[src/rtl/commit_stage.sv]
`default_nettype none
// ============================================================================
// Module      : commit_stage
// Description : In-order retirement stage fed by the ROB head entry. Retires
//               ALU results to the architectural register file, performs
//               stores through a req/ack handshake, raises a one-cycle flush
//               with a redirect PC on mispredicts, and stops on halt.
// Revision    : 1.0 - initial release
// ============================================================================
module commit_stage #(
  parameter int ROBsize  = 16,
  parameter int addrSize = $clog2(ROBsize),
  parameter int cntWidth = 32
) (
  input  logic                clk_i,
  input  logic                reset_i,
  input  logic                robEmpty_i,
  input  logic [addrSize:0]   head_i,
  input  logic [78:0]         commitEntry_i,
  input  logic [63:0]         commitExtra_i,
  output logic                updateHead_o,
  output logic                rfWriteEn_o,
  output logic [4:0]          rfWriteAddr_o,
  output logic [63:0]         rfWriteData_o,
  output logic                memReq_o,
  output logic [63:0]         memAddr_o,
  output logic [63:0]         memData_o,
  input  logic                memAck_i,
  output logic                flush_o,
  output logic [63:0]         redirectPc_o,
  output logic [addrSize:0]   retireTag_o,
  output logic                halted_o,
  output logic [cntWidth-1:0] commitCount_o
);

  typedef enum logic [1:0] {
    S_RUN    = 2'd0,
    S_STORE  = 2'd1,
    S_FLUSH  = 2'd2,
    S_HALTED = 2'd3
  } state_t;

  // Head entry field decode
  logic [63:0] w_result;
  logic [4:0]  w_dest;
  logic        w_regWrite;
  logic        w_isStore;
  logic        w_mispredict;
  logic        w_halt;
  logic        w_complete;
  logic        w_ready;
  logic        w_destWritable;

  assign w_result       = commitEntry_i[63:0];
  assign w_dest         = commitEntry_i[68:64];
  assign w_regWrite     = commitEntry_i[69];
  assign w_isStore      = commitEntry_i[70];
  assign w_mispredict   = commitEntry_i[71];
  assign w_halt         = commitEntry_i[72];
  assign w_complete     = commitEntry_i[73];
  assign w_ready        = ~robEmpty_i & w_complete;
  // r0 is hardwired to zero, so a write aimed at it is simply dropped
  assign w_destWritable = w_regWrite & (w_dest != 5'd0);

  // Reserved entry bits carry no meaning for retirement
  logic w_unused_reserved;
  assign w_unused_reserved = ^commitEntry_i[78:74];

  // Registered state and outputs
  state_t                state_q, state_d;
  logic                  memReq_q;
  logic [63:0]           memAddr_q;
  logic [63:0]           memData_q;
  logic                  flush_q;
  logic [63:0]           redirectPc_q;
  logic                  halted_q;
  logic [addrSize:0]     retireTag_q;
  logic [cntWidth-1:0]   commitCount_q;

  // Per-cycle decisions
  logic w_retire;
  logic w_rfWe;
  logic w_captureStore;
  logic w_captureRedirect;

  // Next-state and retire decision; reset suppresses every combinational action
  always_comb begin
    state_d           = state_q;
    w_retire          = 1'b0;
    w_rfWe            = 1'b0;
    w_captureStore    = 1'b0;
    w_captureRedirect = 1'b0;
    case (state_q)
      S_RUN: begin
        if (w_ready) begin
          if (w_halt) begin
            w_retire = 1'b1;
            state_d  = S_HALTED;
          end else if (w_isStore) begin
            // Head only advances once memory accepts the store
            w_captureStore = 1'b1;
            state_d        = S_STORE;
          end else if (w_mispredict) begin
            w_retire          = 1'b1;
            w_rfWe            = w_destWritable;
            w_captureRedirect = 1'b1;
            state_d           = S_FLUSH;
          end else begin
            w_retire = 1'b1;
            w_rfWe   = w_destWritable;
          end
        end
      end
      S_STORE: begin
        if (memAck_i) begin
          w_retire = 1'b1;
          state_d  = S_RUN;
        end
      end
      S_FLUSH: begin
        // ROB contents are stale while the flush propagates; never retire here
        state_d = S_RUN;
      end
      S_HALTED: begin
        state_d = S_HALTED;
      end
      default: begin
        state_d = S_RUN;
      end
    endcase
    if (reset_i) begin
      state_d           = S_RUN;
      w_retire          = 1'b0;
      w_rfWe            = 1'b0;
      w_captureStore    = 1'b0;
      w_captureRedirect = 1'b0;
    end
  end

  // State register plus registered handshake, flush, halt and retire bookkeeping
  always_ff @(posedge clk_i) begin
    if (reset_i) begin
      state_q       <= S_RUN;
      memReq_q      <= 1'b0;
      memAddr_q     <= '0;
      memData_q     <= '0;
      flush_q       <= 1'b0;
      redirectPc_q  <= '0;
      halted_q      <= 1'b0;
      retireTag_q   <= '0;
      commitCount_q <= '0;
    end else begin
      state_q  <= state_d;
      memReq_q <= (state_d == S_STORE);
      flush_q  <= (state_d == S_FLUSH);
      halted_q <= (state_d == S_HALTED);
      if (w_captureStore) begin
        memAddr_q <= w_result;
        memData_q <= commitExtra_i;
      end
      if (w_captureRedirect) begin
        redirectPc_q <= commitExtra_i;
      end
      if (w_retire) begin
        retireTag_q   <= head_i;
        commitCount_q <= commitCount_q + cntWidth'(1);
      end
    end
  end

  assign updateHead_o  = w_retire;
  assign rfWriteEn_o   = w_rfWe;
  assign rfWriteAddr_o = w_rfWe ? w_dest : 5'd0;
  assign rfWriteData_o = w_rfWe ? w_result : 64'd0;
  assign memReq_o      = memReq_q;
  assign memAddr_o     = memAddr_q;
  assign memData_o     = memData_q;
  assign flush_o       = flush_q;
  assign redirectPc_o  = redirectPc_q;
  assign retireTag_o   = retireTag_q;
  assign halted_o      = halted_q;
  assign commitCount_o = commitCount_q;

endmodule
`default_nettype wire

[config.mk]
export PLATFORM = sky130hd
export DESIGN_NAME = commit_stage
export DESIGN_NICKNAME = d
export VERILOG_FILES = /design/src/rtl/commit_stage.sv
export SDC_FILE = /design/constraint.sdc
export NUM_CORES = 1
export LEC_CHECK = 0
export CORE_AREA = 2 2 176 178
export DETAILED_ROUTE_END_ITERATION = 6
export DIE_AREA = 0 0 178 180
export GPL_TIMING_DRIVEN = 0
export PLACE_DENSITY = 0.71
export SYNTH_ARGS = -nofsm -noshare
export SYNTH_HDL_FRONTEND = slang
export SYNTH_SLANG_ARGS = --single-unit
[constraint.sdc]
create_clock -name clk_i -period 2.1 [get_ports clk_i]
set_input_delay 0.42 -clock clk_i [delete_from_list [all_inputs] [get_ports clk_i]]
set_output_delay 0.42 -clock clk_i [all_outputs]
set_load 0.02 [all_outputs]
==> impl_metrics.toml, run 1 <==
[placement]
port_buffers = 449
gp_congestion = 0.8898
place_ws_ns = -2.304
dp.cells = 1941
dpl-instance-area_sq_um = 14180
hpwlAfterDp_um = 26990

[sta]
period_minus_slack_ns = 2.705
setup_slack_ns = -0.6048
tightest_slew_ns = 0.8062
maxSlewHeadroom = 0.4626
setup_viol = 99
fmax_ghz = 0.3697
finalHoldViolCount = 0
rsz0062_at_grt = "true"
period_share = 1.288
holdWs_ns = 0.4517
drv_slew = 0
fin_skew_ns = 0.009101

[critical_path]
required_ns = 1.68
start_kind = "flip-flop"
cp_cell_sequence = "nor3b_4, nand4_1, buf_6, a21oi_4, clkbuf_16, buf_6, and2_1, buf_4"
end_kind = "output pin"
r2r_cells = 11
cpMostUsedCell = "buf_6"
cpPeakStageDelay_ns = 0.35
crit_buf_inv = 4
crit_type = "reg -> out"
cp_slowest_cell = "dfxtp_4"
critPathTopFamily = "buffers and inverters"
crit_cells = 8
cp.arrival_ns = 2.28
critical_path.max_fanout = 7

[global_route]
met1_usage = 0.2517
grt_max_degree = 20
track_usage = 0.2240
use_met2 = 0.3978
grt_pass1_vias = 9684
grt_busiest_layer = "met2"
antenna_found_initial = 0
grt_pass1_wl_um = 56010
grt-ovfl-total = 0
met3_usage = 0.06789

[outcome]
outcome = "complete, but fails checks"
violations = "negative setup slack"

[synth]
synthTopCellsByArea = "dfxtp_1, nand2_1, a21oi_1"
synth_cell_types = 33
synth.cell_area_sq_um = 9169
avgSynthCellArea_sq_um = 8.366
post-synth-top-count-cell = "nand2_1"
synth-edff-count = 0
postSynthCellCount = 1096
synthTopCellsByCount = "nand2_1, dfxtp_1, a21oi_1"
yosysTopAreaCellShare = 0.5109
synth-main-ff-cell = "dfxtp_1"
ys_warn_count = 0
async_reset_ff_frac = 0
ys_ff_latch = 234
synth_nets = 1249
seq_area_frac_synth = 0.5109
yosysTopAreaCell = "dfxtp_1"

[hold_path]
whs_path_depth = 2
holdCritPathClass = "reg -> reg"

[floorplanning]
die_w_um = 178
dieArea_sq_um = 32040
io_pins = 455
start_util = 0.3037
core_area_sq_um = 30190
dieHeight_um = 180
row_count = 64

[layout]
diodes = 0
stdcell_count = 2022
drive_above_1_share = 0.1796
utilization = 0.5371
design_area_sq_um = 16210
fillers = 2672
areaGrowthSynthToFinish_pct = 76.84
finalNetCount = 1761

[job]
cap_violations = 0

[routing]
post_drt_wl_per_cell_um = 18.93
drc_errors = 0
dr.pass1.iters = 5
vias_per_cell = 4.872
routed_wirelength_um = 38270
drtIter0Drc = 696
ant_nets = 0
vias = 9851

[clock_tree]
tritoncts = "built"
root_buffer = "clkbuf_16"
clk_transition_reported_paths_ns = 0.06
cts_buffers = 26
clk_path_buf_depth = 3
htreeDepth = 1
clock_latency_ns = 0.54
cts.sink_count = 234

[power_and_ir_drop]
power_leakage_nw = 6.771
ir_worst_vdd_v = 0.0005583
power_density_nw_per_um2 = 624.8
==> tightest hold or removal path: stages, from the launching register on <==
cell	delay, ns
dfxtp_1	0.30
nand2_1	0.05
a21oi_1	0.05
==> layout make-up <==
class / instances / area [sq um] / area share
Timing Repair Buffer: 485 / 4918 / 0.3033
Tap cell: 396 / 495.5 / 0.03056
Clock inverter: 5 / 86.33 / 0.005324
Inverter: 8 / 30.03 / 0.001852
Clock buffer: 41 / 737.0 / 0.04545
Sequential cell: 234 / 4693 / 0.2895
Multi-Input combinational cell: 778 / 4743 / 0.2925
Buffer: 75 / 510.5 / 0.03148
==> worst paths after layout <==
path                                   start                end  slack (ns)
worst min-delay path            memAddr_o[2]       memAddr_o[2]        0.45
worst max-delay path              state_q[0]  rfWriteData_o[53]       -0.60
worst max register to register    state_q[0]  commitCount_o[15]       -0.40
worst min register to register  memAddr_o[2]       memAddr_o[2]        0.45
==> where the power goes <==
group	switching [W]	internal, W	total (W)
Combinational	0.000546	0.000555	0.00110
Clock	0.00184	0.00264	0.00448
Sequential	0.0000409	0.00451	0.00455
==> metal layers <==
metal	vias to the layer above	part of all wire
met3	86	0.090
met5	-	0
li1	4694	-
met2	476	0.50
met1	4595	0.37
met4	0	0.039
==> flip-flops by register name (all words and copies together), names as in the netlist <==
name,flops
memAddr_o,64
memData_o,64
redirectPc_o,64
commitCount_o,32
retireTag_o,5
state_q,2
flush_o,1
halted_o,1
memReq_o,1
==> per-stage QoR <==
step / total power [W] / TNS, ns
final: 0.01013 / -43.89
after global routing: 0.01051 / -50.02
after CTS: 0.01019 / -39.08
after detailed placement: 0.005596 / -317.28
after global placement: 0.005586 / -315.86
after floorplan: 0.004989 / -0.07989
==> cell usage in the layout, fill, tap and decap left out, types with 3 or more instances in the layout <==
master,count
dlymetal6s2s_1,13
nor2_4,6
or4_4,5
a21oi_2,9
clkbuf_8,4
nor4_4,10
o21ai_2,4
nand3_1,7
clkbuf_1,49
o31ai_4,4
nand4_1,16
dfxtp_1,231
o31ai_1,5
buf_6,74
and2_1,20
a21oi_1,137
dlygate4sd2_1,10
mux2_4,13
mux2i_1,70
and4_1,7
nand2_1,270
o21ai_1,3
clkdlybuf4s50_1,355
or4_1,5
inv_1,8
nor2_1,87
buf_8,4
nor2b_1,17
buf_4,31
and2_4,46
or3_1,5
clkbuf_2,18
clkbuf_16,33
and3_1,9
buf_2,6
==> logic make-up (layout without fill, tap and decap cells) <==
group,after synthesis,count (layout),share of synthesized area
buf+inv,84,614,0.03603
simple gates,527,527,0.2645
mux,83,83,0.09239
compound gates,166,166,0.09389
xor+xnor,1,1,0.0009554
flops,234,234,0.5109
fa+ha+maj,1,1,0.001364
==> repair_timing <==
item                                    in CTS  in global routing
hold endpoints to repair                     0                  0
gates resized for setup                    515                158
gates cloned                                 3                  2
hold buffers                                 0                  0
buffers inserted                            21                 13
endpoints found under the setup margin     299                288
pin swaps                                   51                 15
Power figures use the tool's default switching activity.
==> run 2: changes to the inputs <==
==> config.mk (replaced) <==
export PLATFORM = sky130hd
export DESIGN_NAME = commit_stage
export DESIGN_NICKNAME = d
export VERILOG_FILES = /design/src/rtl/commit_stage.sv
export SDC_FILE = /design/constraint.sdc
export NUM_CORES = 1
export LEC_CHECK = 0
export CORE_AREA = 2 2 177 179
export CTS_CLUSTER_SIZE = 40
export DETAILED_ROUTE_END_ITERATION = 6
export DIE_AREA = 0 0 179 181
export GPL_TIMING_DRIVEN = 0
export PLACE_DENSITY = 0.68
export SYNTH_ARGS = -nofsm -noshare
export SYNTH_HDL_FRONTEND = slang
export SYNTH_SLANG_ARGS = --single-unit
==> constraint.sdc (replaced) <==
create_clock -name clk_i -period 2.6 [get_ports clk_i]
set_input_delay 0.52 -clock clk_i [delete_from_list [all_inputs] [get_ports clk_i]]
set_output_delay 0.52 -clock clk_i [all_outputs]
set_load 0.02 [all_outputs]
==> run 2 against run 1 <==
The run still ends with negative setup slack left. First-iteration DRC count shrank 13%. Sequential power shrank 19%. Critical path type unchanged. Final area shrank 3.4%. Critical endpoint is now rfWriteData_o[28]. Global-route usage shrank 0.55 points. Hold slack lost 0.0016 ns. Utilization shrank 2.1 points. Cell count shrank 0.89%. Sequential share of layout area grew 0.98 points.
==> impl_metrics.toml, run 2 (synthesis results as in run 1) <==
[sta]
period_share = 1.075
finalHoldViolCount = 0
period_minus_slack_ns = 2.794
rsz0062_at_grt = "true"
setup_viol = 66
drv_slew = 0
tightest_slew_ns = 0.8275
setup_slack_ns = -0.1938
fin_tns_setup_ns = -10.38
fmax_ghz = 0.3579
maxSlewHeadroom = 0.4484
fin_skew_ns = 0.01496

[outcome]
violations = "negative setup slack"
outcome = "complete, but fails checks"

[power_and_ir_drop]
ir_worst_vdd_v = 0.0004767
power_leakage_nw = 6.167
p_sw_w = 0.002021
combPwrFrac = 0.094
p_int_w = 0.006525
clkPwrFrac = 0.476
switching_share = 0.2365
power_density_nw_per_um2 = 545.4
pwr-share-seq = 0.430

[layout]
utilization = 0.5162
layout_common_cells = "clkdlybuf4s50_1, nand2_1, dfxtp_1"
finalNetCount = 1739
drive_above_1_share = 0.1375
areaGrowthSynthToFinish_pct = 70.88
fillers = 2820
stdcell_count = 2004
final_common_cell = "clkdlybuf4s50_1"

[placement]
gp_congestion = 0.8589
dp.cells = 1941
port_buffers = 449
hpwlAfterDp_um = 27370

[clock_tree]
cts.sink_count = 234
clk_path_buf_depth = 3
tritoncts = "built"
root_buffer = "clkbuf_16"
cts_hold_buffers = 0
clock_latency_ns = 0.54
clk_transition_reported_paths_ns = 0.06
htreeDepth = 1
cts_buffers = 27

[routing]
dr.pass1.iters = 5
drtIter0Drc = 609
post_drt_wl_per_cell_um = 18.46
vias = 9633
ant_nets = 0
vias_per_cell = 4.807
drc_errors = 0
routed_wirelength_um = 36990

[floorplanning]
io_pins = 455
core_area_sq_um = 30350
row_count = 64
dieHeight_um = 181
die_w_um = 179
start_util = 0.3021
dieArea_sq_um = 32400

[hold_path]
holdCritPathClass = "reg -> reg"
hold_path_startpoint = "memData_o[39]"
whs_endpoint = "memData_o[39]"
whs_path_depth = 2

[critical_path]
critical_path.max_fanout = 10
required_ns = 2.08
r2r_cells = 7
timing.rr.start = "state_q[0]"
timing.rr.end = "commitCount_o[31]"
cpPeakStageDelay_ns = 0.36
rrSetupSlack_ns = 0.14
crit_type = "reg -> out"
start_kind = "flip-flop"
cp_cell_sequence = "nor3b_4, nand4_1, buf_6, a21oi_4, clkbuf_16, clkbuf_16, and2_1, buf_6"
cp.arrival_ns = 2.27
end_kind = "output pin"
cp_slowest_cell = "dfxtp_4"

[global_route]
grt_pass1_vias = 9535
antenna_found_initial = 1
grt_max_degree = 20
grt_pass1_wl_um = 55040
grt-ovfl-total = 0
track_usage = 0.2185

[job]
cap_violations = 0
==> run 2: cell types whose count changed in the layout (fill, tap and decap cells not counted), sizes merged <==
| cell | before | now |
|---|---|---|
| clkdlybuf4s50 | 355 | 373 |
| inv | 8 | 9 |
| clkdlybuf4s15 | 0 | 10 |
| clkinv | 3 | 7 |
| dlymetal6s2s | 13 | 0 |
| diode | 0 | 1 |
| buf | 118 | 77 |
| clkbuf | 105 | 104 |
| clkinvlp | 0 | 1 |
| bufinv | 2 | 4 |
==> run 2: what timing repair did <==
action,4_1_cts,5_1_grt
endpoints found under the setup margin,195,132
buffers inserted,11,0
gates resized for setup,463,34
gates cloned,2,0
pin swaps,11,8
==> run 2: power by group through the flow <==
stage          Combinational (W)  Clock, W  Sequential [W]
2_1_floorplan           0.000207         0         0.00382
5_1_grt                 0.000858   0.00429         0.00368
3_5_place_dp            0.000758         0         0.00376
3_3_place_gp            0.000754         0         0.00375
6_report                0.000805   0.00406         0.00368
4_1_cts                 0.000801   0.00414         0.00368
==> run 2: metrics by stage <==
step                total power (W)  setup slack [ns]  cell area, sq um  hold slack [ns]
floorplan                  0.004026            0.1098              9169           0.5345
global placement           0.004506            -2.192             14160           0.4405
detailed placement         0.004513            -2.251             14160           0.4453
CTS                        0.008621           -0.1645             15580           0.4537
global route               0.008827           -0.2852             15670           0.4637
finish                     0.008545           -0.1938             15670           0.4501
==> run 2: final cells by class <==
cell class | instances | area, sq um | area share
Tap cell | 396 | 495.5 | 0.03162
Timing Repair Buffer | 462 | 4678 | 0.2986
Multi-Input combinational cell | 778 | 4354 | 0.2779
Inverter | 8 | 30.03 | 0.001917
Buffer | 75 | 462.9 | 0.02955
Sequential cell | 234 | 4688 | 0.2992
Clock buffer | 37 | 773.2 | 0.04935
Antenna cell | 1 | 2.502 | 0.0001597
Clock inverter | 13 | 182.7 | 0.01166
==> run 2: worst max path at each step <==
stage	startpoint	end	slack [ns]	cells past startpoint
3_3_place_gp	robEmpty_i	rfWriteData_o[30]	-2.19	8
3_5_place_dp	robEmpty_i	rfWriteData_o[31]	-2.25	8
6_report	state_q[0]	rfWriteData_o[28]	-0.19	8
5_1_grt	state_q[0]	rfWriteData_o[27]	-0.29	8
2_1_floorplan	robEmpty_i	updateHead_o	0.11	5
4_1_cts	state_q[0]	rfWriteData_o[26]	-0.16	8
==> run 2: critical path: cells and delay by family, from the launching register on <==
family / cells / cell delay, ns
buffers and inverters: 4 / 0.68
and+or+nand+nor: 3 / 0.51
DFF: 1 / 0.36
AOI/OAI and AO/OA: 1 / 0.19
==> run 2: per-layer routing <==
layer  wire length (um)  track usage
met5                  0            0
met4               1501      0.07805
met3               3586      0.07197
met2              17980       0.3875
met1              13930       0.2409
==> patch (flow settings as in run 1) <==
Encoding of `state_t`: now Gray code (2 bits for 4 states).
--- a/src/rtl/commit_stage.sv
+++ b/src/rtl/commit_stage.sv
@@ -35,8 +35,8 @@
 
   typedef enum logic [1:0] {
-    S_RUN    = 2'd0,
-    S_STORE  = 2'd1,
-    S_FLUSH  = 2'd2,
-    S_HALTED = 2'd3
+    S_RUN    = 2'b00,
+    S_STORE  = 2'b01,
+    S_FLUSH  = 2'b11,
+    S_HALTED = 2'b10
   } state_t;
 
Check against the original RTL: no difference found for any inputs over 4 cycles, from zero or initial values and one cycle with reset_i high; so few cycles prove little.
==> patch against run 1 <==
The run still ends with negative setup slack left; combinational power decreased by 8%; cell area decreased by 3.1%; via count increased by 1.4%; routed wire length decreased by 1.4%; setup slack improved by 0.095 ns; sequential cell count unchanged; clock skew increased by 0.0019 ns; synthesized area increased by 1.8%; die area unchanged; total power decreased by 0.18%; first-iteration DRC count decreased by 19%; core utilization decreased by 1.7 points; clock power increased by 1%; critical path type unchanged; highest routed layer is now met5.
==> patch: results (changes against run 1) <==
Setup violations, final = 71 (-28%)
R2R cell count = 8 (-3)
Peak VDD IR = 0.514 mV (-8.0%)
Syn Nets = 1315 (+5.3%)
Vias in the first global route = 9582 (-1.1%)
First-pass GRT wire length = 55300 um (-1.3%)
Switching Share = 0.232 (-0.00692)
Setup_tns = -31.95 ns (+11.94 ns)
Share of cells above drive strength 1 = 0.162 (-0.0177)
Num CTS Buffers = 27 (+3.8%)
Syn avg cell area = 8.03 sq um (-4.0%)
Wirelength per Cell = 18.3 um (-3.4%)
Layout filler cell count = 2849 (+6.6%)
Inst Count DP = 2007 (+3.4%)
Drt via density = 4.83 (-0.76%)
Largest cells by area after synthesis = dfxtp_1, nand2_1, a21oi_1
Drt first pass iters = 5 (unchanged)
Resize count post-CTS = 411 (-20%)
Pre-CTS setup slack = -2.46 ns (-0.155 ns)
Setup bufs post-CTS = 4 (-81%)
Clock Power Share = 0.448 (+0.006)
GR Util met2 = 0.387 (-0.0104)
Layout Nets = 1805 (+2.5%)
Unique masters post-synth = 41 (+24%)
Pleak = 0.00580 uW (-14%)
Status = complete, but fails checks
Slew @ Worst Pin = 0.769 ns (-0.0375 ns)
Grt met3 use = 0.0654 (-0.00254)
Pin count of the biggest net entering global routing = 13 (-35%)
Clk_skew = 0.0110 ns (+0.00190 ns)
Worst setup margin = -0.510 ns (+0.0952 ns)
Dpl hpwl = 28500 um (+5.7%)
Total Power = 10100 uW (-0.18%)
Placer congestion estimate = 0.907 (+1.9%)
Initial antenna violation count = 2 (+2)
GRT Util Overall = 0.221 (-0.00309)
Failing checks = negative setup slack
M1 GR Usage = 0.257 (+0.00506)
DRC marker count from the first detailed-route iteration = 561 (-19%)
Worst-Skew Late Latency = 0.52 ns (-0.02 ns)
Post-synth top cells = nand2_1, dfxtp_1, a21oi_1
Post-route insts no fill = 2065 (+2.1%)
-- patch: cell count changes in the layout (fill, tap and decap cells not counted), sizes merged, moves of 11 or more --
cell,before,now
nor2,94,25
clkdlybuf4s50,355,366
nand2,270,333
nand2b,0,67
mux2i,70,6
o21ai,7,71
-- patch: cell type report --
type,instances,area [sq um],area share
Sequential cell,234,4690,0.298
Buffer,86,539,0.0343
Clock inverter,6,86.3,0.00549
Multi-Input combinational cell,835,4520,0.288
Inverter,4,15.0,0.000955
Clock buffer,39,761,0.0484
Timing Repair Buffer,464,4610,0.293
Tap cell,396,495,0.0315
Antenna cell,1,2.50,0.000159
-- patch: cell families after synthesis --
group           after synthesis  synth area share
buf+inv                      93            0.0417
compound gates              231             0.129
simple gates                583             0.304
mux                          19            0.0221
flops                       234             0.502
xor+xnor                      1          0.000938
fa+ha+maj                     1           0.00134
-- patch: path summary, 6_finish.rpt --
kind,slack (ns),end,startpoint
worst max-delay path,-0.51,rfWriteData_o[32],state_q[0]
worst min-delay path,0.45,memAddr_o[7],memAddr_o[7]
worst max register to register,0.04,commitCount_o[28],state_q[0]
worst min register to register,0.45,memAddr_o[7],memAddr_o[7]
-- patch: layer usage --
layer	part of all wire	vias up
met4	0.029	2
met3	0.098	74
met2	0.48	413
met1	0.39	4666
met5	0.00024	-
li1	-	4829
-- patch: worst max-delay path, cell delays in order, from the launching register on --
cell and delay [ns]:
dfxtp_2 0.33, nor4b_4 0.30, nand2b_1 0.16, nor4_4 0.16, buf_6 0.16, buf_12 0.14, buf_8 0.13, and2_2 0.16
buf_6 0.12
-- patch: stage by stage --
| step | util | area (sq um) |
|---|---|---|
| floorplan | - | 9460 |
| global placement | 0.479 | 14500 |
| detailed placement | 0.479 | 14500 |
| CTS | 0.510 | 15400 |
| global route | 0.520 | 15700 |
| finish | 0.521 | 15700 |
